[config.mk]
export PLATFORM = sky130hd
export DESIGN_NAME = fifo_tx_sync_flat
export DESIGN_NICKNAME = d
export VERILOG_FILES = /design/src/rtl/fifo_tx_pkg.sv /design/src/rtl/fifo_tx_sync_if.sv /design/src/rtl/fifo_tx_mem.sv /design/src/rtl/fifo_tx_sync.sv /design/src/flat_wrapper.sv
export SDC_FILE = /design/constraint.sdc
export NUM_CORES = 1
export LEC_CHECK = 0
export CAP_MARGIN = 20
export CORE_MARGIN = 2
export CORE_UTILIZATION = 35
export DETAILED_ROUTE_END_ITERATION = 8
export PLACE_DENSITY = 0.52
export SYNTH_ARGS = -nofsm -noshare
export SYNTH_HDL_FRONTEND = slang
export SYNTH_HIERARCHICAL = 1
export SYNTH_SLANG_ARGS = --single-unit
[constraint.sdc]
create_clock -name clk_fifo_tx -period 7.6 [get_ports clk_fifo_tx]
set_input_delay 1.9 -clock clk_fifo_tx [delete_from_list [all_inputs] [get_ports clk_fifo_tx]]
set_output_delay 1.9 -clock clk_fifo_tx [all_outputs]
set_load 0.02 [all_outputs]
[src/rtl/fifo_tx_pkg.sv]
// Shared constants and sizing helpers for the TX FIFO.
// Pointers and the occupancy count carry one bit more than the memory address.
package fifo_tx_pkg;

  localparam int FIFO_TX_DW_DEF     = 8;
  localparam int FIFO_TX_DEPTH_DEF  = 16;
  localparam int FIFO_TX_AFULL_DEF  = 14;
  localparam int FIFO_TX_AEMPTY_DEF = 2;

  function automatic int FIFO_TX_ADDR_W(input int depth);
    return (depth > 1) ? $clog2(depth) : 1;
  endfunction

  // The extra MSB tells a full FIFO apart from an empty one.
  function automatic int FIFO_TX_PTR_W(input int depth);
    return FIFO_TX_ADDR_W(depth) + 1;
  endfunction

endpackage

[src/rtl/fifo_tx_sync_if.sv]
// Host-side write, serialiser-side read and status signals of the TX FIFO.
// master = user of the FIFO, slave = the FIFO itself.
interface fifo_tx_sync_if
  import fifo_tx_pkg::*;
#(
  parameter int DATA_WIDTH     = FIFO_TX_DW_DEF,
  parameter int MAX_FIFO_FRAME = FIFO_TX_DEPTH_DEF
);
  localparam int CNT_W = FIFO_TX_PTR_W(MAX_FIFO_FRAME);

  logic                  wr_en;
  logic [DATA_WIDTH-1:0] data_in;
  logic                  rd_en;
  logic [DATA_WIDTH-1:0] data_out;
  logic                  data_valid;
  logic                  fifo_tx_full;
  logic                  fifo_tx_empty;
  logic                  fifo_tx_afull;
  logic                  fifo_tx_aempty;
  logic [CNT_W-1:0]      fifo_tx_count;
  logic                  fifo_tx_ovf;
  logic                  fifo_tx_udf;
  logic                  parity_err;

  modport master (
    output wr_en, data_in, rd_en,
    input  data_out, data_valid, fifo_tx_full, fifo_tx_empty, fifo_tx_afull,
           fifo_tx_aempty, fifo_tx_count, fifo_tx_ovf, fifo_tx_udf, parity_err
  );

  modport slave (
    input  wr_en, data_in, rd_en,
    output data_out, data_valid, fifo_tx_full, fifo_tx_empty, fifo_tx_afull,
           fifo_tx_aempty, fifo_tx_count, fifo_tx_ovf, fifo_tx_udf, parity_err
  );

endinterface

[src/rtl/fifo_tx_mem.sv]
// Simple dual-port register array: synchronous write, registered read with enable.
// Latency 1 cycle on read; no backpressure, the caller only enables legal accesses.
module fifo_tx_mem
  import fifo_tx_pkg::*;
#(
  parameter int WIDTH = FIFO_TX_DW_DEF,
  parameter int DEPTH = FIFO_TX_DEPTH_DEF,
  parameter int AW    = FIFO_TX_ADDR_W(DEPTH)
) (
  input  logic             clk,
  input  logic             rst_n,
  input  logic             wr_en,
  input  logic [AW-1:0]    wr_addr,
  input  logic [WIDTH-1:0] wr_dat,
  input  logic             rd_en,
  input  logic [AW-1:0]    rd_addr,
  output logic [WIDTH-1:0] rd_dat
);

  logic [WIDTH-1:0] mem_q [DEPTH];
  logic [WIDTH-1:0] rd_dat_q, rd_dat_d;

  // Storage is deliberately left unreset; only the output register clears.
  always_ff @(posedge clk) begin
    if (wr_en) mem_q[wr_addr] <= wr_dat;
  end

  always_comb begin
    rd_dat_d = rd_dat_q;
    if (rd_en) rd_dat_d = mem_q[rd_addr];
  end

  always_ff @(posedge clk or negedge rst_n) begin
    if (!rst_n) rd_dat_q <= '0;
    else        rd_dat_q <= rd_dat_d;
  end

  assign rd_dat = rd_dat_q;

endmodule

[src/rtl/fifo_tx_sync.sv]
// Single-clock TX FIFO with count, almost flags and sticky ovf/udf; parity via FIFO_TX_PARITY_EN.
// Read latency 1 cycle, no fall-through; writes when full refused unless a read frees a slot.
module fifo_tx_sync
  import fifo_tx_pkg::*;
#(
  parameter int DATA_WIDTH     = FIFO_TX_DW_DEF,
  parameter int MAX_FIFO_FRAME = FIFO_TX_DEPTH_DEF,
  parameter int AFULL_LVL      = FIFO_TX_AFULL_DEF,
  parameter int AEMPTY_LVL     = FIFO_TX_AEMPTY_DEF
) (
  input  logic          clk_fifo_tx,
  input  logic          rst_fifo_tx_n,
  fifo_tx_sync_if.slave fif
);

  localparam int AW = FIFO_TX_ADDR_W(MAX_FIFO_FRAME);
  localparam int PW = FIFO_TX_PTR_W(MAX_FIFO_FRAME);
`ifdef FIFO_TX_PARITY_EN
  localparam int MW = DATA_WIDTH + 1;
`else
  localparam int MW = DATA_WIDTH;
`endif

  logic [PW-1:0] wptr_q, wptr_d, rptr_q, rptr_d, count_q, count_d;
  logic          full_q, full_d, empty_q, empty_d;
  logic          afull_q, afull_d, aempty_q, aempty_d;
  logic          ovf_q, ovf_d, udf_q, udf_d, valid_q, valid_d;
  logic          wr_ok, rd_ok;
  logic [MW-1:0] wr_word, rd_word;

  always_comb begin
    rd_ok    = fif.rd_en && !empty_q;
    wr_ok    = fif.wr_en && (!full_q || rd_ok);
    wptr_d   = wptr_q + PW'(wr_ok);
    rptr_d   = rptr_q + PW'(rd_ok);
    // Occupancy from the next pointers keeps flags aligned with the count.
    count_d  = wptr_d - rptr_d;
    full_d   = (count_d == PW'(MAX_FIFO_FRAME));
    empty_d  = (count_d == '0);
    afull_d  = (count_d >= PW'(AFULL_LVL));
    aempty_d = (count_d <= PW'(AEMPTY_LVL));
    ovf_d    = ovf_q | (fif.wr_en & ~wr_ok);
    udf_d    = udf_q | (fif.rd_en & ~rd_ok);
    valid_d  = rd_ok;
  end

  always_ff @(posedge clk_fifo_tx or negedge rst_fifo_tx_n) begin
    if (!rst_fifo_tx_n) begin
      wptr_q   <= '0;
      rptr_q   <= '0;
      count_q  <= '0;
      full_q   <= 1'b0;
      empty_q  <= 1'b1;
      afull_q  <= 1'b0;
      aempty_q <= 1'b1;
      ovf_q    <= 1'b0;
      udf_q    <= 1'b0;
      valid_q  <= 1'b0;
    end else begin
      wptr_q   <= wptr_d;
      rptr_q   <= rptr_d;
      count_q  <= count_d;
      full_q   <= full_d;
      empty_q  <= empty_d;
      afull_q  <= afull_d;
      aempty_q <= aempty_d;
      ovf_q    <= ovf_d;
      udf_q    <= udf_d;
      valid_q  <= valid_d;
    end
  end

`ifdef FIFO_TX_PARITY_EN
  assign wr_word = {^fif.data_in, fif.data_in};
  // Stored word is only meaningful in the cycle it was popped.
  assign fif.parity_err = valid_q & ((^rd_word[DATA_WIDTH-1:0]) ^ rd_word[DATA_WIDTH]);
`else
  assign wr_word = fif.data_in;
  assign fif.parity_err = 1'b0;
`endif

  fifo_tx_mem #(
    .WIDTH (MW),
    .DEPTH (MAX_FIFO_FRAME)
  ) u_mem (
    .clk     (clk_fifo_tx),
    .rst_n   (rst_fifo_tx_n),
    .wr_en   (wr_ok),
    .wr_addr (wptr_q[AW-1:0]),
    .wr_dat  (wr_word),
    .rd_en   (rd_ok),
    .rd_addr (rptr_q[AW-1:0]),
    .rd_dat  (rd_word)
  );

  assign fif.data_out       = rd_word[DATA_WIDTH-1:0];
  assign fif.data_valid     = valid_q;
  assign fif.fifo_tx_full   = full_q;
  assign fif.fifo_tx_empty  = empty_q;
  assign fif.fifo_tx_afull  = afull_q;
  assign fif.fifo_tx_aempty = aempty_q;
  assign fif.fifo_tx_count  = count_q;
  assign fif.fifo_tx_ovf    = ovf_q;
  assign fif.fifo_tx_udf    = udf_q;

endmodule

[src/flat_wrapper.sv]
// flat-port wrapper written by rule: the top's interface ports become plain ports
module fifo_tx_sync_flat import fifo_tx_pkg::*;
#(
  parameter int DATA_WIDTH     = FIFO_TX_DW_DEF,
  parameter int MAX_FIFO_FRAME = FIFO_TX_DEPTH_DEF,
  parameter int AFULL_LVL      = FIFO_TX_AFULL_DEF,
  parameter int AEMPTY_LVL     = FIFO_TX_AEMPTY_DEF
)
  (clk_fifo_tx, rst_fifo_tx_n, fif_wr_en, fif_data_in, fif_rd_en, fif_data_out, fif_data_valid, fif_fifo_tx_full, fif_fifo_tx_empty, fif_fifo_tx_afull, fif_fifo_tx_aempty, fif_fifo_tx_count, fif_fifo_tx_ovf, fif_fifo_tx_udf, fif_parity_err);
  fifo_tx_sync_if #(.DATA_WIDTH(DATA_WIDTH), .MAX_FIFO_FRAME(MAX_FIFO_FRAME)) fif_i ();
  input  logic clk_fifo_tx;
  input  logic rst_fifo_tx_n;
  input wire logic [$bits(fif_i.wr_en)-1:0] fif_wr_en;
  input wire logic [$bits(fif_i.data_in)-1:0] fif_data_in;
  input wire logic [$bits(fif_i.rd_en)-1:0] fif_rd_en;
  output wire logic [$bits(fif_i.data_out)-1:0] fif_data_out;
  output wire logic [$bits(fif_i.data_valid)-1:0] fif_data_valid;
  output wire logic [$bits(fif_i.fifo_tx_full)-1:0] fif_fifo_tx_full;
  output wire logic [$bits(fif_i.fifo_tx_empty)-1:0] fif_fifo_tx_empty;
  output wire logic [$bits(fif_i.fifo_tx_afull)-1:0] fif_fifo_tx_afull;
  output wire logic [$bits(fif_i.fifo_tx_aempty)-1:0] fif_fifo_tx_aempty;
  output wire logic [$bits(fif_i.fifo_tx_count)-1:0] fif_fifo_tx_count;
  output wire logic [$bits(fif_i.fifo_tx_ovf)-1:0] fif_fifo_tx_ovf;
  output wire logic [$bits(fif_i.fifo_tx_udf)-1:0] fif_fifo_tx_udf;
  output wire logic [$bits(fif_i.parity_err)-1:0] fif_parity_err;
  assign fif_i.wr_en = fif_wr_en;
  assign fif_i.data_in = fif_data_in;
  assign fif_i.rd_en = fif_rd_en;
  assign fif_data_out = fif_i.data_out;
  assign fif_data_valid = fif_i.data_valid;
  assign fif_fifo_tx_full = fif_i.fifo_tx_full;
  assign fif_fifo_tx_empty = fif_i.fifo_tx_empty;
  assign fif_fifo_tx_afull = fif_i.fifo_tx_afull;
  assign fif_fifo_tx_aempty = fif_i.fifo_tx_aempty;
  assign fif_fifo_tx_count = fif_i.fifo_tx_count;
  assign fif_fifo_tx_ovf = fif_i.fifo_tx_ovf;
  assign fif_fifo_tx_udf = fif_i.fifo_tx_udf;
  assign fif_parity_err = fif_i.parity_err;
  fifo_tx_sync #(.DATA_WIDTH(DATA_WIDTH), .MAX_FIFO_FRAME(MAX_FIFO_FRAME), .AFULL_LVL(AFULL_LVL), .AEMPTY_LVL(AEMPTY_LVL)) u_core (.clk_fifo_tx(clk_fifo_tx), .rst_fifo_tx_n(rst_fifo_tx_n), .fif(fif_i));
endmodule
After elaboration in Yosys (flattened, before gate mapping)

Memories as Yosys holds them, arrays and structs flattened. A register that Yosys moved wholly into a read port is not among the register bits.
Index checks and enable logic that the tools add are counted.

Memory bits (writable): 128
Memories kept: 1
Output and inout bits: 21
Bits of input ports: 12
Register bits: 22

Memories:

| memory             | depth | width | rd ports | clocked after memory_dff | wr ports | line              | text |
|---|---|---|---|---|---|---|---|
| u_core.u_mem.mem_q | 16    | 8     | 1        | 1                        | 1        | fifo_tx_mem.sv:20 | `logic [WIDTH-1:0] mem_q [DEPTH];` |

$lt $le $gt $ge: 2
Bitwise gates (word level): 6
Reductions and logical operators: 7
Mux-type cells: 2
Add/sub/neg operators: 3
Eq/ne operators: 1

Operator list:

| kind                                                 | number |
|---|---|
| adder 5 x 1 -> 5 bit                                 | 2 |
| == test 5 bit (second input constant)                | 1 |
| >= comparator 5 x 4 -> 1 bit (second input constant) | 1 |
| <= comparator 5 x 2 -> 1 bit (second input constant) | 1 |
| logical NOT 5 bit                                    | 1 |
| subtractor 5 bit                                     | 1 |
| logical NOT 1 bit                                    | 3 |
| bitwise AND 1 bit                                    | 2 |
| logical AND 1 bit                                    | 2 |
| 2-to-1 mux 1 bit                                     | 2 |
| inverter 1 bit                                       | 2 |
| OR 1 bit                                             | 2 |
| logical OR 1 bit                                     | 1 |

Logic depth before layout (Yosys ltp)

Gate-level depths: netlist (run 1).

Depth in word-level cells: 7
Mapped depth: 12
Mapped depth without buffers: 12

Modules after synthesis

Netlist (run 1), hierarchy kept.

By module, submodules not included:

| module       | cells an instance | area each (um2) | times used |
|---|---|---|---|
| fifo_tx_mem  | 240               | 5331.4          | 1 |
| fifo_tx_sync | 76                | 989.7           | 1 |

Least setup slack after synthesis (run 1)

No wires, ideal clock.

Kind: input -> register
Start: in fif_rd_en
End: reg u_core.aempty_q, in the netlist u_core/fif.fifo_tx_aempty
Data required time: 7.495 ns
Buffers on the path: 0
Stages on the path: 11
Data arrival time: 4.245 ns
Slack: 3.250 ns
Cells stage by stage: nand2b_1 -> a21boi_0 -> ha_1 -> ha_1 -> xnor2_1 -> ha_1 -> nor2_1 -> a21oi_1 -> a21oi_1 -> xor3_1 -> a2111oi_2

Longest elaborated chain between the ends: 6
Elaborated cells between the ends (all ways): 7

RTL lines:

| element                      | line               | text |
|---|---|---|
| from (decl)                  | flat_wrapper.sv:15 | `input wire logic [$bits(fif_i.rd_en)-1:0] fif_rd_en;` |
| logical AND 1 bit            | fifo_tx_sync.sv:32 | `rd_ok = fif.rd_en && !empty_q;` |
| logical OR 1 bit             | fifo_tx_sync.sv:33 | `wr_ok = fif.wr_en && (!full_q \|\| rd_ok);` |
| logical AND 1 bit            | fifo_tx_sync.sv:33 |  |
| via u_core.wr_ok             | fifo_tx_sync.sv:28 | `logic wr_ok, rd_ok;` |
| adder 5 x 1 -> 5 bit         | fifo_tx_sync.sv:34 | `wptr_d = wptr_q + PW'(wr_ok);` |
| via u_core.wptr_d[1]         | fifo_tx_sync.sv:24 | `logic [PW-1:0] wptr_q, wptr_d, rptr_q, rptr_d, count_q, count_d;` |
| subtractor 5 bit             | fifo_tx_sync.sv:37 | `count_d = wptr_d - rptr_d;` |
| via u_core.count_d[4]        | fifo_tx_sync.sv:24 |  |
| <= comparator 5 x 2 -> 1 bit | fifo_tx_sync.sv:41 | `aempty_d = (count_d <= PW'(AEMPTY_LVL));` |
| via u_core.aempty_d          | fifo_tx_sync.sv:26 | `logic afull_q, afull_d, aempty_q, aempty_d;` |
| to (signal assigned)         | fifo_tx_sync.sv:66 | `aempty_q <= aempty_d;` |
| to (decl)                    | fifo_tx_sync.sv:26 |  |

The timed path passes the listed nets, and every way through them passes these cells.

Worst setup path in the final report (run 1)

Start: in fif_rd_en
End: reg u_core.aempty_q, in the netlist u_core/fif.fifo_tx_aempty

Elaborated cells between the ends (all ways): 7

RTL lines:

| element                      | line               | text |
|---|---|---|
| logical AND 1 bit            | fifo_tx_sync.sv:32 |  |
| via u_core.rd_ok             | fifo_tx_sync.sv:28 |  |
| adder 5 x 1 -> 5 bit         | fifo_tx_sync.sv:35 | `rptr_d = rptr_q + PW'(rd_ok);` |
| via u_core.rptr_d[1]         | fifo_tx_sync.sv:24 |  |
| subtractor 5 bit             | fifo_tx_sync.sv:37 |  |
| via u_core.count_d[4]        | fifo_tx_sync.sv:24 |  |
| <= comparator 5 x 2 -> 1 bit | fifo_tx_sync.sv:41 |  |
| via u_core.aempty_d          | fifo_tx_sync.sv:26 |  |

The timed path passes the listed nets, and every way through them passes these cells.

==> metrics.md, run 1 <==
| Metric | Value |
|---|---|
| Status | finished, final reports clean |
| Hold_sp | u_core/fif.fifo_tx_udf |
| Longest Clk Path Bufs | 2 |
| Post-DR wirelength/cell | approximately 21 um |
| Slew Viols, Final | 0 |
| Hold-fix buffer count after cts | 0 |
| HPWL after DPL | 7810 um |
| Total clock sinks | 158 |
| Syn_nets | 337 |
| Critical Path RT | 7910 ps |
| Crit path DAT | 5200 ps |
| Core area | ~18,000 um^2 |
| Flops & latches, synth | 158 |
| Placer Congestion | approximately 0.73 |
| Skew-Pair Late Insertion Delay | 420 ps |
| Post-layout util | 41.8% |
| Worst slew pin tran | 1040 ps |
| Post-CTS Resized | 0 |
| Clock skew | 9.27 ps |
| CTS Buf Count | 17 |
| Achievable Freq | 204 MHz |
| Post-route ant nets | 0 |
| Share of the yosys chip area belonging to registers | 72.7% |
| Vias in the first global route | ~3,300 |
| Worst hold slack | 462 ps |
| Yosys warnings | 6 |
| VDD IR-drop max | slightly below 300 uV |
| Endpoints failing setup | 0 |
| Number of diodes | 0 |
| Power Density | 425 nW/um^2 |
| EDFF count, synth | ~130 |
| I/O Pins | 33 |
| First-pass GRT wire length | 19,600 um |
| Die Ht | approximately 140 um |
| CTS H-tree depth | 4 |
| Clock transition at path regs | 60 ps |
| Max cap viols | 0 |
| GRT Residual Overflow | 0 |
| Most frequent cells in the layout | edfxtp_1 (128), clkdlybuf4s50_1 (31), dfrtp_1 (27), mux4_2 (26), nor2_1 (22) |
| Relative slew margins | 30.7% |
| Mapped Cells | 316 |
| Buffer count from post-CTS setup fixing | 0 |
| Slack of the critical path | 2710 ps |
| Final WL | 12,500 um |
| Tot GR Track Use | 14.0% |
| Tmin final | ~4900 ps |
| CP Class | input pin to flip-flop |
| Async SR Flop Fraction | 19.0% |
| CTS root buffer | clkbuf_16 |
| Mapped cell area | 6320 um^2 |
| Final Cycle Share | between 60% and 70% |
| Pre-CTS WS | 2280 ps |
| TritonCTS clock tree | done |
| Drt drc | 0 |
| CP Max Fanout | 19 |
| Chip Width | 138 um |
| Critical path origin | fif_rd_en |
| Rows | 49 |
| Share of layout cells above drive strength 1 | 22.8% |
| Main synth FF type | edfxtp_1 |
| DR iter-0 viols | between 200 and 250 |
| Startpoint types | input pin |
| Initial core utilization | 35.4% |
| Initial antenna violation count | 0 |
| First-pass DRT Iterations | 4 |
| Post-synth cell types | 43 |
| Lkg Pwr | 2.53 nW |
| Routed via count | 2,974 |
| Layout Nets | around 380 |
| Mean Syn Cell Area | 20.0 um^2 |
| Final Hold Viols | 0 |
| DIE AREA | 19,200 um^2 |
| IO Port Bufs | 31 |
| Largest net degree at the start of global routing | 35 |
| Setup TNS | 0 ps |
| Tot Pwr | about 3.2 mW |
| Launch point of the worst reg-to-reg path | u_core/fif.fifo_tx_empty |
| Hold Crit Class | flip-flop to flip-flop |
| Unrepaired setup endpoints after global routing | no |
| Post-DR vias/cell | 4.98 |
| Area growth syn-to-layout | 18.1% |
| Most common cell after layout, fill and taps aside | edfxtp_1 |
| CP Capture Type | flip-flop |
[synth_stat cells (all sizes together) (2+ instances only)]
cell type / count / share of area (%)
dfstp: 2 / 0.83
a21oi: 2 / 0.16
ha: 9 / 1.8
nor2: 22 / 1.3
nand3: 6 / 0.48
nand3b: 2 / 0.24
dfrtp: 28 / 11
o22ai: 8 / 0.89
nor2b: 2 / 0.20
nand2b: 4 / 0.40
nor3: 4 / 0.32
xnor2: 10 / 1.6
mux2i: 8 / 1.3
a31o: 2 / 0.28
a221oi: 8 / 1.9
buf: 15 / 2.2
o21ai: 2 / 0.16
inv: 9 / 0.53
edfxtp: 128 / 61
mux4: 32 / 12
[registers in the layout (all words and copies together), names as in the netlist]
signal / flops
u_core/u_mem/mem_q: 128
u_core/u_mem/rd_dat: 8
u_core/fif.fifo_tx_count: 5
u_core/rptr_q: 5
u_core/wptr_q: 5
u_core/fif.data_valid: 1
u_core/fif.fifo_tx_aempty: 1
u_core/fif.fifo_tx_afull: 1
u_core/fif.fifo_tx_empty: 1
u_core/fif.fifo_tx_full: 1
u_core/fif.fifo_tx_ovf: 1
u_core/fif.fifo_tx_udf: 1
[critical path, stage by stage]
cell	delay [ps]
clkdlybuf4s50_1	490
nand2b_1	100
inv_1	560
ha_1	290
ha_1	270
xnor2_1	150
ha_1	170
nor2_1	200
a21oi_1	100
a21oi_1	190
xor3_1	420
a2111oi_2	330
[power breakdown]
group	internal, mW	total, mW	switching [mW]
Combinational	0.494	1.07	0.574
Clock	0.557	0.907	0.350
Sequential	1.10	1.20	0.0984
[path summary, 6_finish.rpt]
kind | cells past startpoint | end | slack [ps]
worst max-delay path | 12 | u_core/fif.fifo_tx_aempty | 2710
worst min-delay path | 1 | u_core/fif.fifo_tx_udf | 460
worst max register to register | 11 | u_core/fif.fifo_tx_aempty | 4230
worst min register to register | 1 | u_core/fif.fifo_tx_udf | 460
max in group asynchronous | 2 | u_core/fif.fifo_tx_empty | 5400
min in group asynchronous | 2 | u_core/wptr_q[0] | 1870
[kinds of logic (layout without fill, tap and decap cells)]
logic type      Yosys count  in the layout  share of synthesized area (%)
fa+ha+maj                 9              9                           1.78
flops                   158            158                           72.7
xor+xnor                 11             11                           2.00
compound gates           28             28                           4.28
buf+inv                  24             76                           2.69
mux                      40             40                           13.0
simple gates             45             45                           3.44
other cells               1              1                         0.0593
[layer usage]
metal	GRT usage [%]	vias up	part of all wire, %
li1	-	1360	-
met1	17.7	1548	43
met2	23.2	64	52
met3	3.84	2	4.1
met4	4.99	0	0.37
met5	0	-	0
[layout make-up]
cell class	instances	area (um^2)
Timing Repair Buffer	35	340
Clock buffer	18	429
Sequential cell	158	4600
Fill cell	1589	10400
Tap cell	229	287
Inverter	9	33.8
Multi-Input combinational cell	134	1570
Clock inverter	14	205
[through the flow]
stage	std cells	cell area [um^2]
2_1_floorplan	316	6320
3_3_place_gp	565	6830
3_5_place_dp	565	6830
4_1_cts	597	7460
5_1_grt	597	7460
6_report	597	7460
(Power assumes the default switching activity.)
==> inputs of run 2 (changes only) <==
- PLACE_DENSITY: 0.52 -> 0.54
- clock period: 7.6 -> 4 ns (I/O delays scaled with it)
==> metrics.md, run 2 (same netlist as run 1, synthesis figures left out) <==
| Metric | Value |
|---|---|
| Internal power | ~3.9 mW |
| IO Port Bufs | 31 |
| Rows | 49 |
| CTS Buf Count | 17 |
| Core area | 17,800 um^2 |
| Post-layout util | a little over two fifths |
| Worst slew pin tran | between 600 and 700 ps |
| Setup TNS | 0 ps |
| Hold Crit Class | flip-flop to flip-flop |
| Worst r2r path cells | 11 |
| CP Max Fanout | 5 |
| Final Hold Viols | 0 |
| Slew Viols, Final | 0 |
| Tot Pwr | between 5 and 6 mW |
| Post-CTS Resized | 0 |
| Final WL | 12,500 um |
| Longest Clk Path Bufs | 2 |
| Reg power frac | about two fifths |
| Max cap viols | 0 |
| TritonCTS clock tree | done |
| Reg-to-Reg End | u_core/fif.fifo_tx_aempty |
| VDD IR-drop max | 790 uV |
| Clock skew | between 10 and 15 ps |
| Relative slew margins | 57.7% |
| Critical Path RT | around 4300 ps |
| CTS H-tree depth | 4 |
| Area growth syn-to-layout | 18.6% |
| First-pass DRT Iterations | 4 |
| Achievable Freq | 279 MHz |
| DIE AREA | 19,200 um^2 |
| Share of layout cells above drive strength 1 | 25.1% |
| CP Class | input pin to flip-flop |
| Hold_sp | u_core/fif.fifo_tx_udf |
| Layout Nets | 398 |
| Power Density | 782 nW/um^2 |
| Unrepaired setup endpoints after global routing | no |
| Top reg by flops | u_core/u_mem/mem_q |
| HPWL after DPL | 8040 um |
| Combinational share of power | 37.1% |
| Drt drc | 0 |
| Largest net degree at the start of global routing | 25 |
| Initial core utilization | 35.4% |
| Placer Congestion | 0.739 |
| Post-DR wirelength/cell | 20.2 um |
| I/O Pins | 33 |
| Skew-Pair Late Insertion Delay | 420 ps |
| CP Capture Type | flip-flop |
| Tot GR Track Use | 13.9% |
| Switching pwr | 1.93 mW |
| Crit path DAT | 3900 ps |
| Startpoint types | input pin |
| Number of diodes | 0 |
| Status | finished, final reports clean |
| Switch share | 33.0% |
| Worst hold stages | 1 |
| Launch point of the worst reg-to-reg path | u_core/fif.fifo_tx_empty |
| Clock network power share | 24.3% |
| DR iter-0 viols | 178 |
| Tmin final | 3590 ps |
| Chip Width | roughly 140 um |
| First-pass GRT wire length | 19,600 um |
| Die Ht | 138 um |
| Endpoints failing setup | 0 |
| Post-DR vias/cell | 5.00 |
| Lkg Pwr | 2.59 nW |
| R2r setup slk | 960 ps |
| Initial antenna violation count | 0 |
| Final Cycle Share | 89.7% |
| Most frequent cells in the layout | edfxtp_1 (128), clkdlybuf4s50_1 (31), dfrtp_1 (27), buf_4 (26), mux4_2 (26) |
| CTS root buffer | clkbuf_16 |
| Routed via count | 3,096 |
| Vias in the first global route | 3,332 |
| Buffer count from post-CTS setup fixing | 0 |
| Total clock sinks | 158 |
| Most common cell after layout, fill and taps aside | edfxtp_1 |
| Post-route ant nets | 0 |
| Hold-fix buffer count after cts | 0 |
| GRT Residual Overflow | 0 |
| Clock transition at path regs | 60 ps |
| Max reg flops | 128 |
| Hold Crit Endpoint | u_core/fif.fifo_tx_udf |
-- run 2: changes by cell type in the layout (fill, tap and decap cells not counted) --
cell        before  now
buf_4            4   26
bufinv_16        4    0
clkinv_1         0    5
clkinvlp_4       1    2
inv_6            4    3
inv_8            1    0
nor3_1           1    4
nor3_2           3    0
-- run 2: how the worst max path moves through the flow --
stage / cells past startpoint / endpoint / from
floorplan: 11 / u_core/fif.fifo_tx_aempty / fif_rd_en
global placement: 12 / u_core/fif.fifo_tx_aempty / fif_rd_en
detailed placement: 12 / u_core/fif.fifo_tx_aempty / fif_rd_en
CTS: 12 / u_core/fif.fifo_tx_aempty / fif_rd_en
global route: 12 / u_core/fif.fifo_tx_aempty / fif_rd_en
finish: 12 / u_core/fif.fifo_tx_aempty / fif_rd_en
-- run 2: stage by stage --
| stage | cells | cell area, um^2 | hold WS, ps | setup slack (ps) |
|---|---|---|---|---|
| global route | 619 | 7500 | 500 | 203 |
| detailed placement | 587 | 6980 | 443 | 14.6 |
| finish | 619 | 7500 | 457 | 411 |
| CTS | 619 | 7500 | 463 | 417 |
| global placement | 587 | 6980 | 445 | 126 |
| floorplan | 316 | 6320 | 444 | 550 |
-- run 2: cell type report --
type / instances / area (um^2)
timing repair buffer: 57 / 505
fill: 1583 / 10300
inverter: 9 / 33.8
clock buffer: 18 / 429
tap: 229 / 287
multi-input combinational: 134 / 1550
sequential: 158 / 4600
clock inverter: 14 / 91.3
-- run 2: metal layers --
| metal | vias to the layer above | track usage, % | part of all wire [%] |
|---|---|---|---|
| met1 | 1620 | 18.6 | 45 |
| li1 | 1398 | - | - |
| met2 | 66 | 22.0 | 48 |
| met3 | 12 | 4.12 | 5.4 |
| met4 | 0 | 4.19 | 1.1 |
| met5 | - | 0 | 0 |
-- run 2: critical path, stage by stage --
cell and delay [ps]:
clkdlybuf4s50_1 480, nand2b_1 90, a21boi_0 290, ha_1 240, ha_1 260, xnor2_1 140
ha_1 190, nor2_1 190, a21oi_1 90, a21oi_1 190, xor3_1 420, a2111oi_2 310
-- run 2: power by group through the flow --
stage	Clock [mW]	Sequential (mW)	Combinational (mW)
4_1_cts	1.46	2.27	2.23
2_1_floorplan	0	2.33	1.49
6_report	1.43	2.26	2.17
3_5_place_dp	0	2.30	2.20
3_3_place_gp	0	2.29	2.17
5_1_grt	1.54	2.29	2.39
